<file path="src/rtl/threshold_fetch_ctrl_if.sv">
// Controller-side bundle: sequence request, threshold ROM read port and comparator stream.
// master = controller, slave = requester / ROM / comparator side.
interface threshold_fetch_ctrl_if #(
    parameter int ADDR_WIDTH = 8,
    parameter int DATA_WIDTH = 32
);
    logic                  start;
    logic [ADDR_WIDTH:0]   thre_num;
    logic                  clear;
    logic                  rom_en;
    logic [ADDR_WIDTH-1:0] rom_addr;
    logic [DATA_WIDTH-1:0] rom_data;
    logic                  thre_valid;
    logic                  thre_ready;
    logic [DATA_WIDTH-1:0] thre_data;
    logic                  thre_last;
    logic                  busy;
    logic                  done;

    modport master (
        input  start, thre_num, clear, rom_data, thre_ready,
        output rom_en, rom_addr, thre_valid, thre_data, thre_last, busy, done
    );

    modport slave (
        output start, thre_num, clear, rom_data, thre_ready,
        input  rom_en, rom_addr, thre_valid, thre_data, thre_last, busy, done
    );
endinterface

</file>
<file path="src/rtl/threshold_fetch_ctrl.sv">
// Fetches thre_num words from a 1-cycle ROM into a small output buffer (2 entries with THRE_FIFO2_EN, else 1 register).
// First valid 2 cycles after start; reads issue only when the buffer can absorb them, so thre_ready backpressure never drops data.
module threshold_fetch_ctrl #(
    parameter int ADDR_WIDTH = 8,
    parameter int DATA_WIDTH = 32
) (
    input logic                    clk,
    input logic                    rst_n,
    threshold_fetch_ctrl_if.master tf
);

`ifdef THRE_FIFO2_EN
    localparam int CAP = 2;
`else
    localparam int CAP = 1;
`endif

    localparam logic [ADDR_WIDTH:0] ONE = 1;

    typedef enum logic [1:0] {IDLE, FETCH, DRAIN, DONE} state_t;

    state_t                state;
    logic [ADDR_WIDTH:0]   num_q;
    logic [ADDR_WIDTH-1:0] addr_q;
    logic                  rd_q;
    logic                  rd_last_q;
    logic                  hd_vld;
    logic                  hd_last;
    logic [DATA_WIDTH-1:0] hd_dat;
    logic [1:0]            occ;
    logic                  pop;
    logic                  push;
    logic                  can_issue;
    logic                  issue;
    logic                  last_issue;

    assign pop  = hd_vld & tf.thre_ready;
    assign push = rd_q;

    // A word popped this cycle frees its slot in time for a read issued now (data lands two edges later).
    assign can_issue  = ({1'b0, occ} + {2'b0, rd_q}) < (3'(CAP) + {2'b0, pop});
    assign issue      = (state == FETCH) && can_issue && !tf.clear;
    assign last_issue = ({1'b0, addr_q} == (num_q - ONE));

    assign tf.rom_en     = issue;
    assign tf.rom_addr   = addr_q;
    assign tf.busy       = (state != IDLE);
    assign tf.done       = (state == DONE);
    assign tf.thre_valid = hd_vld;
    assign tf.thre_data  = hd_dat;
    assign tf.thre_last  = hd_vld & hd_last;

    always_ff @(posedge clk or negedge rst_n) begin
        if (!rst_n) begin
            state     <= IDLE;
            num_q     <= '0;
            addr_q    <= '0;
            rd_q      <= 1'b0;
            rd_last_q <= 1'b0;
        end else if (tf.clear) begin
            state     <= IDLE;
            addr_q    <= '0;
            rd_q      <= 1'b0;
            rd_last_q <= 1'b0;
        end else begin
            rd_q      <= issue;
            rd_last_q <= issue & last_issue;
            case (state)
                IDLE: begin
                    if (tf.start) begin
                        num_q  <= tf.thre_num;
                        addr_q <= '0;
                        state  <= (tf.thre_num == '0) ? DONE : FETCH;
                    end
                end
                FETCH: begin
                    // Address holds on the final read so it never wraps past the ROM top.
                    if (issue) begin
                        if (last_issue) state <= DRAIN;
                        else            addr_q <= addr_q + ADDR_WIDTH'(1);
                    end
                end
                DRAIN: begin
                    if (pop && hd_last) state <= DONE;
                end
                DONE: begin
                    state <= IDLE;
                end
                default: begin
                    state <= IDLE;
                end
            endcase
        end
    end

`ifdef THRE_FIFO2_EN
    logic                  sk_vld;
    logic                  sk_last;
    logic [DATA_WIDTH-1:0] sk_dat;

    assign occ = {1'b0, hd_vld} + {1'b0, sk_vld};

    // Head register drives the stream; the second slot only fills while the head is stalled.
    always_ff @(posedge clk or negedge rst_n) begin
        if (!rst_n) begin
            hd_vld  <= 1'b0;
            hd_last <= 1'b0;
            hd_dat  <= '0;
            sk_vld  <= 1'b0;
            sk_last <= 1'b0;
            sk_dat  <= '0;
        end else if (tf.clear) begin
            hd_vld <= 1'b0;
            sk_vld <= 1'b0;
        end else if (pop) begin
            if (sk_vld) begin
                hd_dat  <= sk_dat;
                hd_last <= sk_last;
                sk_vld  <= push;
                if (push) begin
                    sk_dat  <= tf.rom_data;
                    sk_last <= rd_last_q;
                end
            end else if (push) begin
                hd_dat  <= tf.rom_data;
                hd_last <= rd_last_q;
            end else begin
                hd_vld <= 1'b0;
            end
        end else if (push) begin
            if (hd_vld) begin
                sk_dat  <= tf.rom_data;
                sk_last <= rd_last_q;
                sk_vld  <= 1'b1;
            end else begin
                hd_dat  <= tf.rom_data;
                hd_last <= rd_last_q;
                hd_vld  <= 1'b1;
            end
        end
    end
`else
    assign occ = {1'b0, hd_vld};

    always_ff @(posedge clk or negedge rst_n) begin
        if (!rst_n) begin
            hd_vld  <= 1'b0;
            hd_last <= 1'b0;
            hd_dat  <= '0;
        end else if (tf.clear) begin
            hd_vld <= 1'b0;
        end else if (push) begin
            hd_dat  <= tf.rom_data;
            hd_last <= rd_last_q;
            hd_vld  <= 1'b1;
        end else if (pop) begin
            hd_vld <= 1'b0;
        end
    end
`endif

endmodule
</file>
<file path="src/flat_wrapper.sv">
// flat-port wrapper written by rule: the top's interface ports become plain ports
module threshold_fetch_ctrl_flat 
#(
    parameter int ADDR_WIDTH = 8,
    parameter int DATA_WIDTH = 32
)
  (clk, rst_n, tf_start, tf_thre_num, tf_clear, tf_rom_data, tf_thre_ready, tf_rom_en, tf_rom_addr, tf_thre_valid, tf_thre_data, tf_thre_last, tf_busy, tf_done);
  threshold_fetch_ctrl_if #(.ADDR_WIDTH(ADDR_WIDTH), .DATA_WIDTH(DATA_WIDTH)) tf_i ();
  input logic clk;
  input logic rst_n;
  input wire logic [$bits(tf_i.start)-1:0] tf_start;
  input wire logic [$bits(tf_i.thre_num)-1:0] tf_thre_num;
  input wire logic [$bits(tf_i.clear)-1:0] tf_clear;
  input wire logic [$bits(tf_i.rom_data)-1:0] tf_rom_data;
  input wire logic [$bits(tf_i.thre_ready)-1:0] tf_thre_ready;
  output wire logic [$bits(tf_i.rom_en)-1:0] tf_rom_en;
  output wire logic [$bits(tf_i.rom_addr)-1:0] tf_rom_addr;
  output wire logic [$bits(tf_i.thre_valid)-1:0] tf_thre_valid;
  output wire logic [$bits(tf_i.thre_data)-1:0] tf_thre_data;
  output wire logic [$bits(tf_i.thre_last)-1:0] tf_thre_last;
  output wire logic [$bits(tf_i.busy)-1:0] tf_busy;
  output wire logic [$bits(tf_i.done)-1:0] tf_done;
  assign tf_i.start = tf_start;
  assign tf_i.thre_num = tf_thre_num;
  assign tf_i.clear = tf_clear;
  assign tf_i.rom_data = tf_rom_data;
  assign tf_i.thre_ready = tf_thre_ready;
  assign tf_rom_en = tf_i.rom_en;
  assign tf_rom_addr = tf_i.rom_addr;
  assign tf_thre_valid = tf_i.thre_valid;
  assign tf_thre_data = tf_i.thre_data;
  assign tf_thre_last = tf_i.thre_last;
  assign tf_busy = tf_i.busy;
  assign tf_done = tf_i.done;
  threshold_fetch_ctrl #(.ADDR_WIDTH(ADDR_WIDTH), .DATA_WIDTH(DATA_WIDTH)) u_core (.clk(clk), .rst_n(rst_n), .tf(tf_i));
endmodule
</file>
<file path="config.mk">
export PLATFORM = sky130hd
export DESIGN_NAME = threshold_fetch_ctrl_flat
export DESIGN_NICKNAME = d
export VERILOG_FILES = /design/src/rtl/threshold_fetch_ctrl_if.sv /design/src/rtl/threshold_fetch_ctrl.sv /design/src/flat_wrapper.sv
export SDC_FILE = /design/constraint.sdc
export NUM_CORES = 1
export LEC_CHECK = 0
export CORE_UTILIZATION = 49
export DETAILED_ROUTE_END_ITERATION = 10
export PLACE_DENSITY = 0.95
export SLEW_MARGIN = 5
export SYNTH_ARGS = -nofsm -noshare
export SYNTH_HDL_FRONTEND = slang
export SYNTH_SLANG_ARGS = --single-unit
</file>
<file path="constraint.sdc">
create_clock -name clk -period 4.4 [get_ports clk]
set_input_delay 1.32 -clock clk [delete_from_list [all_inputs] [get_ports clk]]
set_output_delay 1.32 -clock clk [all_outputs]
set_load 0.05 [all_outputs]
</file>
==> flow_metrics.tcl <==
set metrics [dict create \
    outcome "finished clean" \
    syn_inst 240 \
    ctsRootBufferMaster "clkbuf_8" \
    ir_worst_vdd_uv 411 \
    track_usage 0.220 \
    die-area_sq_mm 0.00591 \
    path_cells "clkdlybuf4s50_1 -> nand2_1 -> ha_1 -> nor2_1 -> a21oi_1 -> nor2_1 -> buf_12" \
    clock-sinks 55 \
    clockBufferDepth 2 \
    postCtsHoldBufs 0 \
    final_layout_size_suffix_gt1_frac 0.195 \
    overflow 0 \
    synthTopCellsByArea "dfrtp_1 (50%), mux2_2 (18%), ha_1 (3.6%)" \
    cp.required_ns 3.08 \
    yosys_most_used_dff "dfrtp_1" \
    dr.pass1.iters 4 \
    cp.arrival_ns 2.88 \
    pwr-share-comb 0.568 \
    rows 26 \
    critPathTopFamily "buffers and inverters" \
    internal-power_mw 1.51 \
    cts_setup_buffers 0 \
    timing.final.crit_share 0.955 \
    vias 2236 \
    start_kind "input port" \
    max_slew_margin 0.583 \
    path_class "input port to output pin" \
    n_fill_cell 336 \
    yosys.area.top_type_share 0.501 \
    io-pin-count 91 \
    fin_tns_setup_ns 0 \
    grt_pass1_wl_microns 10300 \
    cts-htree-levels 2 \
    via_per_inst 5.55 \
    r2r.worst_path.cells 9 \
    synth_area_sq_mm 0.00275 \
    finalHoldViolCount 0 \
    clkLatencyLatePin_ns 0.30 \
    cpPeakStageDelay_ns 0.51 \
    postRouteAntennaNets 0 \
    fmax_mhz 238 \
    cts_buffers 5 \
    routed_wl_microns 6200 \
    instances_no_fill 403 \
    async_flop_share 1.00 \
    slowest_stage "clkdlybuf4s50_1" \
    drcViolationCount 0 \
    synth_top_area_cell "dfrtp_1" \
    path_clk_slew_ns 0.10 \
    synth.distinct_cells 48 \
    fin_util 0.737 \
    pwr-share-clk 0.118 \
    yosysWarnings 0 \
    post-dp-hpwl_microns 4540 \
    slew_violations 0 \
    grt_pass1_vias 2200 \
    die_y_microns 76.9 \
    worstPathMaxFanout 3 \
    rsz0062_at_grt "false" \
    synth_nets 294 \
    cp-end-kind "output pin" \
    grt_max_degree 54 \
    fin_crit_ns 4.20 \
    drt-initial-drc-count 88 \
    synth_seq_cells 55 \
    wl_per_cell_microns 15.4 \
    power.density_mw_per_mm2 729 \
    io_buffers 90 \
    nNetsFinal 386 \
    gp_congestion 0.880 \
    syn_to_final_growth_pct 40.5 \
    p_sw_mw 1.30 \
    synth_edf_count 0 \
    ys_seq_area_frac 0.501 \
    worst_hold_path_type "register to register" \
    setup_viol 0 \
    fp.dieW_microns 76.9 \
    crit_buf_inv 2 \
    post_cts_resize_count 0 \
    antenna_cells 0 \
    cts_tree "done" \
    p_leak_nw 1.62 \
    swShare 0.463 \
    cp_num_cells 7 \
    yosysMostFrequentCell "dfrtp_1" \
    finClkSkew_ns 0.00794 \
    antenna_found_initial 0 \
    start_util 0.524 \
    pwr-share-seq 0.314 \
    tightest_slew_ns 0.625 \
    avgSynthCellArea_sq_um 11.4 \
    holdPathStages 1 \
    maxCapViolations 0 \
    cp_common_cell "nor2_1" \
    synthTopCellsByCount "dfrtp_1 (55), mux2_2 (43), nor2_1 (16), nand2_1 (12), inv_1 (10)" \
    place_inst 394 \
    core_sq_mm 0.00524 \
]
power groups by stage:
stage               sequential [mW]  combinational, mW  clock, mW
floorplan                      1.41              0.559          0
global placement              0.873               1.56          0
CTS                           0.883               1.61      0.342
finish                        0.882               1.60      0.333
global route                  0.916               1.68      0.359
detailed placement            0.894               1.60          0
cell families after synthesis:
logic type,synth area share
AO/OA/AOI/OAI,0.103
XOR/XNOR,0.0255
adder cells (fa/ha/maj),0.0364
buffers and inverters,0.0305
flip-flops,0.501
multiplexers,0.176
AND/OR/NAND/NOR,0.128
path summary, 6_finish.rpt:
kind	startpoint	to	slack, ns
worst max register to register	u_core.num_q[0]$_DFFE_PN0P_	u_core.tf.rom_addr[0]$_DFFE_PN0P_	1.97
max in group asynchronous	rst_n	u_core.push$_DFF_PN0_	2.69
worst min register to register	u_core.rd_last_q$_DFF_PN0_	u_core.hd_last$_DFFE_PN0P_	0.50
min in group asynchronous	rst_n	u_core.num_q[3]$_DFFE_PN0P_	1.02
worst min-delay path	u_core.rd_last_q$_DFF_PN0_	u_core.hd_last$_DFFE_PN0P_	0.50
worst max-delay path	tf_thre_ready	tf_rom_en	0.20
worst reg2reg max path: stages, from the launching register on:
cell	delay [ns]
dfrtp_1	0.49
inv_1	0.08
ha_1	0.33
xor2_1	0.21
o21ai_0	0.16
a21oi_1	0.06
nor4_1	0.30
and3_4	0.34
nor2_1	0.08
mux2_2	0.28
cells in the final DEF, fill, tap and decap left out, types with 5 or more instances in the layout:
cell	synthesis	routed
o21ai_0	8	8
nand2_1	12	12
nand3_1	8	8
clkbuf_8	0	5
nor2_1	16	16
ha_1	8	8
clkdlybuf4s50_1	0	88
dfrtp_1	55	55
a21oi_1	9	9
mux2_2	43	43
inv_1	10	10
metrics by stage:
step                      hold slack [ns]  area [sq um]  total power [mW]  setup slack [ns]
after floorplan                     0.454          2750              1.96             0.504
after global placement              0.457          3730              2.44             0.247
after detailed placement            0.472          3730              2.49             0.209
after CTS                           0.494          3840              2.83             0.205
after global routing                0.520          3860              2.96             0.101
final                               0.495          3860              2.81             0.199
sequential cells by signal, indices dropped and copies added (netlist names):
| name | cells |
|---|---|
| u_core.hd_last | 1 |
| u_core.tf.thre_data | 32 |
| u_core.state | 2 |
| u_core.tf.rom_addr | 8 |
| u_core.push | 1 |
| u_core.num_q | 9 |
| u_core.rd_last_q | 1 |
| u_core.tf.thre_valid | 1 |
final cells by class:
type                    count  area [sq um]  area share
well taps                  70          87.6      0.0227
flip-flops and latches     55          1380       0.357
clock inverters             3          43.8      0.0113
inverters                  10          37.5     0.00973
multi-input cells         165          1290       0.334
clock buffers               5          68.8      0.0178
repair buffers             95           956       0.248
per-layer routing:
metal  wire, microns  global-route usage  vias to the layer above  part of all wire
met5               0                   0                        -                 0
li1                -                   -                     1060                 -
met4             106              0.0827                        0             0.017
met1            2570               0.269                     1066              0.42
met2            3150               0.373                       97              0.51
met3             366              0.0536                       13             0.059
(Power assumes the default switching activity.)
